## src/rtl/idli_pkg.sv

```systemverilog
// Shared types for the predicate datapath: predicate index, compare opcodes
// and the compare-unit FSM states.
package idli_pkg;

   typedef logic [1:0] preg_t;

   typedef enum logic [1:0] {
      CMP_EQ  = 2'b00,
      CMP_NE  = 2'b01,
      CMP_LTU = 2'b10,
      CMP_LT  = 2'b11
   } cmp_op_t;

   typedef enum logic [1:0] {
      ST_IDLE = 2'b00,
      ST_RUN  = 2'b01,
      ST_WB   = 2'b10
   } cmp_state_t;

   // P3 reads as constant true; writes to it are dropped.
   localparam preg_t PREG_TRUE = 2'd3;

   // Map final accumulator values onto the predicate value for an op.
   function automatic logic cmp_result(input cmp_op_t op, input logic eq, input logic lt);
      logic res;
      res = 1'b0;
      case (op)
         CMP_EQ:  res = eq;
         CMP_NE:  res = ~eq;
         CMP_LTU: res = lt;
         CMP_LT:  res = lt;
         default: res = 1'b0;
      endcase
      return res;
   endfunction

endpackage

```

## src/rtl/idli_cmp_m_if.sv

```systemverilog
// Serial operand / predicate write bundle between the datapath, the compare
// unit and the predicate register file write port.
interface idli_cmp_m_if;
   import idli_pkg::*;

   logic    i_cmp_start;
   cmp_op_t i_cmp_op;
   preg_t   i_cmp_dst;
   logic    i_cmp_a;
   logic    i_cmp_b;
   logic    o_cmp_busy;
   logic    o_cmp_wr_en;
   preg_t   o_cmp_wr_pred;
   logic    o_cmp_wr_data;

   modport master (
      output i_cmp_start, i_cmp_op, i_cmp_dst, i_cmp_a, i_cmp_b,
      input  o_cmp_busy, o_cmp_wr_en, o_cmp_wr_pred, o_cmp_wr_data
   );

   modport slave (
      input  i_cmp_start, i_cmp_op, i_cmp_dst, i_cmp_a, i_cmp_b,
      output o_cmp_busy, o_cmp_wr_en, o_cmp_wr_pred, o_cmp_wr_data
   );

endinterface

```

## src/rtl/idli_cmp_m.sv

```systemverilog
// Bit-serial compare unit: folds two LSB-first operands over WIDTH cycles and
// issues a one-cycle predicate write with the EQ/NE/LTU/LT result.
module idli_cmp_m
   import idli_pkg::*;
#(
   parameter int unsigned WIDTH = 16
) (
   input logic        i_cmp_gck,
   input logic        i_cmp_rst_n,
   idli_cmp_m_if.slave cmp
);

   localparam int unsigned CNT_W = (WIDTH > 2) ? $clog2(WIDTH) : 1;
   localparam logic [CNT_W-1:0] CNT_LAST = CNT_W'(WIDTH - 1);

   cmp_state_t       state_q;
   logic [CNT_W-1:0] cnt_q;
   cmp_op_t          op_q;
   preg_t            dst_q;
   logic             eq_q;
   logic             lt_q;
   logic             busy_q;
   logic             wr_en_q;
   preg_t            wr_pred_q;
   logic             wr_data_q;

   logic bit_ne_c;
   logic eq_fin_c;
   logic lt_fin_c;
   logic res_c;

   // Final fold at the MSB: signed compare takes A's sign bit, unsigned takes B's.
   always_comb begin
      bit_ne_c = cmp.i_cmp_a ^ cmp.i_cmp_b;
      eq_fin_c = eq_q & ~bit_ne_c;
      lt_fin_c = lt_q;
      if (bit_ne_c) begin
         lt_fin_c = (op_q == CMP_LT) ? cmp.i_cmp_a : cmp.i_cmp_b;
      end
      res_c = cmp_result(op_q, eq_fin_c, lt_fin_c);
   end

   always_ff @(posedge i_cmp_gck or negedge i_cmp_rst_n) begin
      if (!i_cmp_rst_n) begin
         state_q   <= ST_IDLE;
         cnt_q     <= '0;
         op_q      <= CMP_EQ;
         dst_q     <= '0;
         eq_q      <= 1'b1;
         lt_q      <= 1'b0;
         busy_q    <= 1'b0;
         wr_en_q   <= 1'b0;
         wr_pred_q <= '0;
         wr_data_q <= 1'b0;
      end else begin
         wr_en_q <= 1'b0;
         case (state_q)
            // WB accepts a start like IDLE so compares can run back to back.
            ST_IDLE, ST_WB: begin
               if (cmp.i_cmp_start) begin
                  op_q    <= cmp.i_cmp_op;
                  dst_q   <= cmp.i_cmp_dst;
                  eq_q    <= ~bit_ne_c;
                  lt_q    <= bit_ne_c & cmp.i_cmp_b;
                  cnt_q   <= CNT_W'(1);
                  busy_q  <= 1'b1;
                  state_q <= ST_RUN;
               end else begin
                  cnt_q   <= '0;
                  busy_q  <= 1'b0;
                  state_q <= ST_IDLE;
               end
            end
            ST_RUN: begin
               if (cnt_q == CNT_LAST) begin
                  eq_q      <= eq_fin_c;
                  lt_q      <= lt_fin_c;
                  wr_en_q   <= (dst_q != PREG_TRUE);
                  wr_pred_q <= dst_q;
                  wr_data_q <= res_c;
                  cnt_q     <= '0;
                  busy_q    <= 1'b0;
                  state_q   <= ST_WB;
               end else begin
                  eq_q  <= eq_fin_c;
                  lt_q  <= bit_ne_c ? cmp.i_cmp_b : lt_q;
                  cnt_q <= cnt_q + CNT_W'(1);
               end
            end
            default: begin
               cnt_q   <= '0;
               busy_q  <= 1'b0;
               state_q <= ST_IDLE;
            end
         endcase
      end
   end

   assign cmp.o_cmp_busy    = busy_q;
   assign cmp.o_cmp_wr_en   = wr_en_q;
   assign cmp.o_cmp_wr_pred = wr_pred_q;
   assign cmp.o_cmp_wr_data = wr_data_q;

endmodule
```

## src/flat_wrapper.sv

```systemverilog
// flat-port wrapper written by rule: the top's interface ports become plain ports
module idli_cmp_m_flat import idli_pkg::*;
#(
   parameter int unsigned WIDTH = 16
)
  (i_cmp_gck, i_cmp_rst_n, cmp_i_cmp_start, cmp_i_cmp_op, cmp_i_cmp_dst, cmp_i_cmp_a, cmp_i_cmp_b, cmp_o_cmp_busy, cmp_o_cmp_wr_en, cmp_o_cmp_wr_pred, cmp_o_cmp_wr_data);
  idli_cmp_m_if cmp_i ();
  input logic i_cmp_gck;
  input logic i_cmp_rst_n;
  input wire logic [$bits(cmp_i.i_cmp_start)-1:0] cmp_i_cmp_start;
  input wire logic [$bits(cmp_i.i_cmp_op)-1:0] cmp_i_cmp_op;
  input wire logic [$bits(cmp_i.i_cmp_dst)-1:0] cmp_i_cmp_dst;
  input wire logic [$bits(cmp_i.i_cmp_a)-1:0] cmp_i_cmp_a;
  input wire logic [$bits(cmp_i.i_cmp_b)-1:0] cmp_i_cmp_b;
  output wire logic [$bits(cmp_i.o_cmp_busy)-1:0] cmp_o_cmp_busy;
  output wire logic [$bits(cmp_i.o_cmp_wr_en)-1:0] cmp_o_cmp_wr_en;
  output wire logic [$bits(cmp_i.o_cmp_wr_pred)-1:0] cmp_o_cmp_wr_pred;
  output wire logic [$bits(cmp_i.o_cmp_wr_data)-1:0] cmp_o_cmp_wr_data;
  assign cmp_i.i_cmp_start = cmp_i_cmp_start;
  assign cmp_i.i_cmp_op = cmp_i_cmp_op;
  assign cmp_i.i_cmp_dst = cmp_i_cmp_dst;
  assign cmp_i.i_cmp_a = cmp_i_cmp_a;
  assign cmp_i.i_cmp_b = cmp_i_cmp_b;
  assign cmp_o_cmp_busy = cmp_i.o_cmp_busy;
  assign cmp_o_cmp_wr_en = cmp_i.o_cmp_wr_en;
  assign cmp_o_cmp_wr_pred = cmp_i.o_cmp_wr_pred;
  assign cmp_o_cmp_wr_data = cmp_i.o_cmp_wr_data;
  idli_cmp_m #(.WIDTH(WIDTH)) u_core (.i_cmp_gck(i_cmp_gck), .i_cmp_rst_n(i_cmp_rst_n), .cmp(cmp_i));
endmodule
```

## config.mk

```make
export PLATFORM = sky130hd
export DESIGN_NAME = idli_cmp_m_flat
export DESIGN_NICKNAME = d
export VERILOG_FILES = /design/src/rtl/idli_pkg.sv /design/src/rtl/idli_cmp_m_if.sv /design/src/rtl/idli_cmp_m.sv /design/src/flat_wrapper.sv
export SDC_FILE = /design/constraint.sdc
export NUM_CORES = 1
export LEC_CHECK = 0
export CORE_MARGIN = 1.5
export CORE_UTILIZATION = 40
export CTS_CLUSTER_DIAMETER = 50
export DETAILED_ROUTE_END_ITERATION = 10
export PLACE_DENSITY = 0.72
export SLEW_MARGIN = 15
export SYNTH_ARGS = -nofsm -noshare
export SYNTH_HDL_FRONTEND = slang
export SYNTH_SLANG_ARGS = --single-unit
```

## constraint.sdc

```tcl
create_clock -name i_cmp_gck -period 3.2 [get_ports i_cmp_gck]
set_input_delay 0.48 -clock i_cmp_gck [delete_from_list [all_inputs] [get_ports i_cmp_gck]]
set_output_delay 0.48 -clock i_cmp_gck [all_outputs]
set_load 0.1 [all_outputs]
```

==> results.json <==
{
  "cp_data_required_time_ns": 2.72,
  "commonest_cells_after_routing_fill_and_taps_aside": "sky130_fd_sc_hd__nand2_1 (16), sky130_fd_sc_hd__dfrtp_1 (16), sky130_fd_sc_hd__clkdlybuf4s50_1 (13)",
  "vias_per_cell": 5.078,
  "reg2reg_from": "u_core.cnt_q[0]",
  "hold_class": "reg -> reg",
  "startpoint_types": "flip-flop",
  "power_leakage_nw": 0.4426,
  "area_of_the_core_region_um2": 1764,
  "worst-endpoint-arrival_ns": 1.79,
  "slew_viol_final": 0,
  "hold_start": "u_core.dst_q[1]",
  "fp.dieArea_um2": 2209,
  "cts.hold.buffers_added": 0,
  "finish.instance_area_um2": 955.9,
  "cts.repair.resized": 0,
  "number_of_sinks_driven_by_the_clock_tree": 17,
  "area_growth_from_synthesis_to_final_layout_pct": 23.42,
  "synth-edff-count": 0,
  "yosysWarningCount": 0,
  "overall_die_width_um": 47,
  "clock-skew-final_ns": 0.001499,
  "number_of_clock_buffers_inserted_by_tritoncts": 3,
  "vias": 584,
  "synth-seq-area-share_pct": 55.09,
  "instances_no_fill": 115,
  "period_share_pct": 70.94,
  "flop_and_latch_count_out_of_synthesis": 17,
  "cts-root-buf": "sky130_fd_sc_hd__clkbuf_4",
  "floorplan.initialDensity_pct": 43.90,
  "std_cell_rows": 15,
  "clk-insertion-delay-late_ns": 0.29,
  "worst-slew-pin-transition_ns": 0.9648,
  "synth_fp_nets": 86,
  "vdd_ir_drop_max_v": 0.0006805,
  "worstPathCellList": "clkdlybuf4s50_1",
  "cap_violations": 0,
  "cts.repair_timing.setup_buffer_count": 0,
  "synthCells": 75,
  "result_of_the_run": "completed",
  "antenna_violations_before_repair": 0,
  "timing.fmax_mhz": 440.5,
  "timing.critical_path.max_delay_family": "buffers and inverters",
  "htreeDepth": 1,
  "worst_hold_path.num_cells": 1,
  "die_h_um": 47,
  "finalWorstPathRequiredPeriod_ns": 2.270,
  "timing.setup.critical_path_class": "reg -> out",
  "placement.setup.worst_slack_ns": 0.9949,
  "avg_wl_per_cell_um": 12.57,
  "layout-drive-gt1-share_pct": 10.00,
  "routabilityCongestion": 0.8281,
  "postRouteWirelength_um": 1446,
  "setup_failing_eps_final": 0,
  "setup-tns-final_ns": 0,
  "max-clock-path-buffers": 2,
  "power_per_unit_of_standard_cell_area_nw_per_um2": 972.3,
  "nets": 102,
  "finalCoreUtilization_pct": 54.18,
  "drc": 0,
  "critPathMaxStageDelay_ns": 1.13,
  "path_depth": 1,
  "syn-cell-area_um2": 774.5,
  "clkTransAtPathRegs_ns": 0.10,
  "globalRouteTotalUtil_pct": 15.62,
  "critical-path-slowest-cell": "sky130_fd_sc_hd__clkdlybuf4s50_1",
  "detailedRoute.firstPassIterationCount": 4,
  "largest_net_degree_at_the_start_of_global_routing": 18,
  "initialDrtViolationCount": 5,
  "floorplan.io_pins": 14,
  "synth_flop_cell": "sky130_fd_sc_hd__dfrtp_1",
  "critical_path.endpoint_type": "output pin",
  "hold_viol_final": 0,
  "post_synth_num_cell_types": 29,
  "overflow": 0,
  "async_reset_ff_share_pct": 100.0,
  "slew-limit-headroom_pct": 35.48,
  "grt_pass1_wl_um": 2318,
  "numPlacedInstances": 111,
  "antenna_cells_inserted": 0,
  "hold-worst-slack_ns": 0.4834,
  "buffer_ports.inserted": 13,
  "rsz0062_at_grt": "false",
  "route.antenna.remaining_nets": 0,
  "report.power.total_uw": 929.5,
  "path_buf_inv": 1,
  "dpl_cell_area_um2": 928.4,
  "cp-startpoint": "u_core.cmp.o_cmp_busy",
  "vias_in_the_first_global_route": 525,
  "syn-mean-instance-area_um2": 10.33,
  "timing.critical_path.fanout_max": 2,
  "tritoncts": "done",
  "final.setup.worst_slack_ns": 0.9299,
  "worst-r2r-cell-count": 4,
  "dp.final_hpwl_um": 1103
}
==> state kept, by name, indices dropped and copies added (netlist names) <==
name,cells
u_core.dst_q,2
u_core.cmp.o_cmp_wr_en,1
u_core.eq_q,1
u_core.cmp.o_cmp_busy,1
u_core.cmp.o_cmp_wr_pred,2
u_core.op_q,2
u_core.cmp.o_cmp_wr_data,1
u_core.state_q,2
u_core.cnt_q,4
u_core.lt_q,1
==> layer usage <==
layer | share of wire [%] | global-route usage, % | wire (um) | up-vias
met3 | 3.9 | 5.385 | 56 | 4
met4 | 1.8 | 10.56 | 26 | 0
met2 | 49 | 21.64 | 713 | 10
met5 | 0 | 0 | 0 | -
met1 | 45 | 20.49 | 649 | 283
li1 | - | - | - | 287
==> worst paths after layout <==
check | endpoint | slack, ns
worst max-delay path | cmp_o_cmp_busy | 0.93
worst min-delay path | u_core.cmp.o_cmp_wr_en | 0.48
worst max register to register | u_core.lt_q | 1.72
worst min register to register | u_core.cmp.o_cmp_wr_en | 0.48
max in group asynchronous | u_core.op_q[0] | 2.13
min in group asynchronous | u_core.cmp.o_cmp_wr_en | 0.61
==> where the power goes <==
part / total, mW / switching (mW) / internal, mW
sequential: 0.382 / 0.0778 / 0.304
combinational: 0.431 / 0.293 / 0.137
clock: 0.117 / 0.0702 / 0.0465
total: 0.929 / 0.441 / 0.488
==> cells by family after synthesis <==
kind of cell    after synthesis  synth area share [%]
flops                        17                 55.09
fa+ha+maj                     2                 3.231
compound gates               14                 11.47
simple gates                 32                 21.33
mux                           3                 4.200
buf+inv                       5                 2.424
xor+xnor                      2                 2.262
==> cells in the mapped netlist, types with 2 or more instances <==
cell type	n	area [um2]
sky130_fd_sc_hd__dfrtp_1	16	400.4
sky130_fd_sc_hd__nand2_1	16	60.06
sky130_fd_sc_hd__a21oi_1	4	20.02
sky130_fd_sc_hd__inv_1	3	11.26
sky130_fd_sc_hd__nand2b_1	3	18.77
sky130_fd_sc_hd__nor2b_1	3	18.77
sky130_fd_sc_hd__o21ai_0	3	15.01
sky130_fd_sc_hd__clkbuf_1	2	7.510
sky130_fd_sc_hd__ha_1	2	25.02
sky130_fd_sc_hd__mux2_2	2	22.52
sky130_fd_sc_hd__nand3_1	2	10.01
sky130_fd_sc_hd__nor2_1	2	7.510
==> final cells by class <==
cell class	count	area [um2]
clock buffer	3	22.52
clock inverter	1	5.005
fill	166	808.3
inverter	3	11.26
multi-input combinational	53	329.1
sequential	17	426.7
tap	25	31.28
timing repair buffer	13	130.1
(Power assumes the default switching activity.)
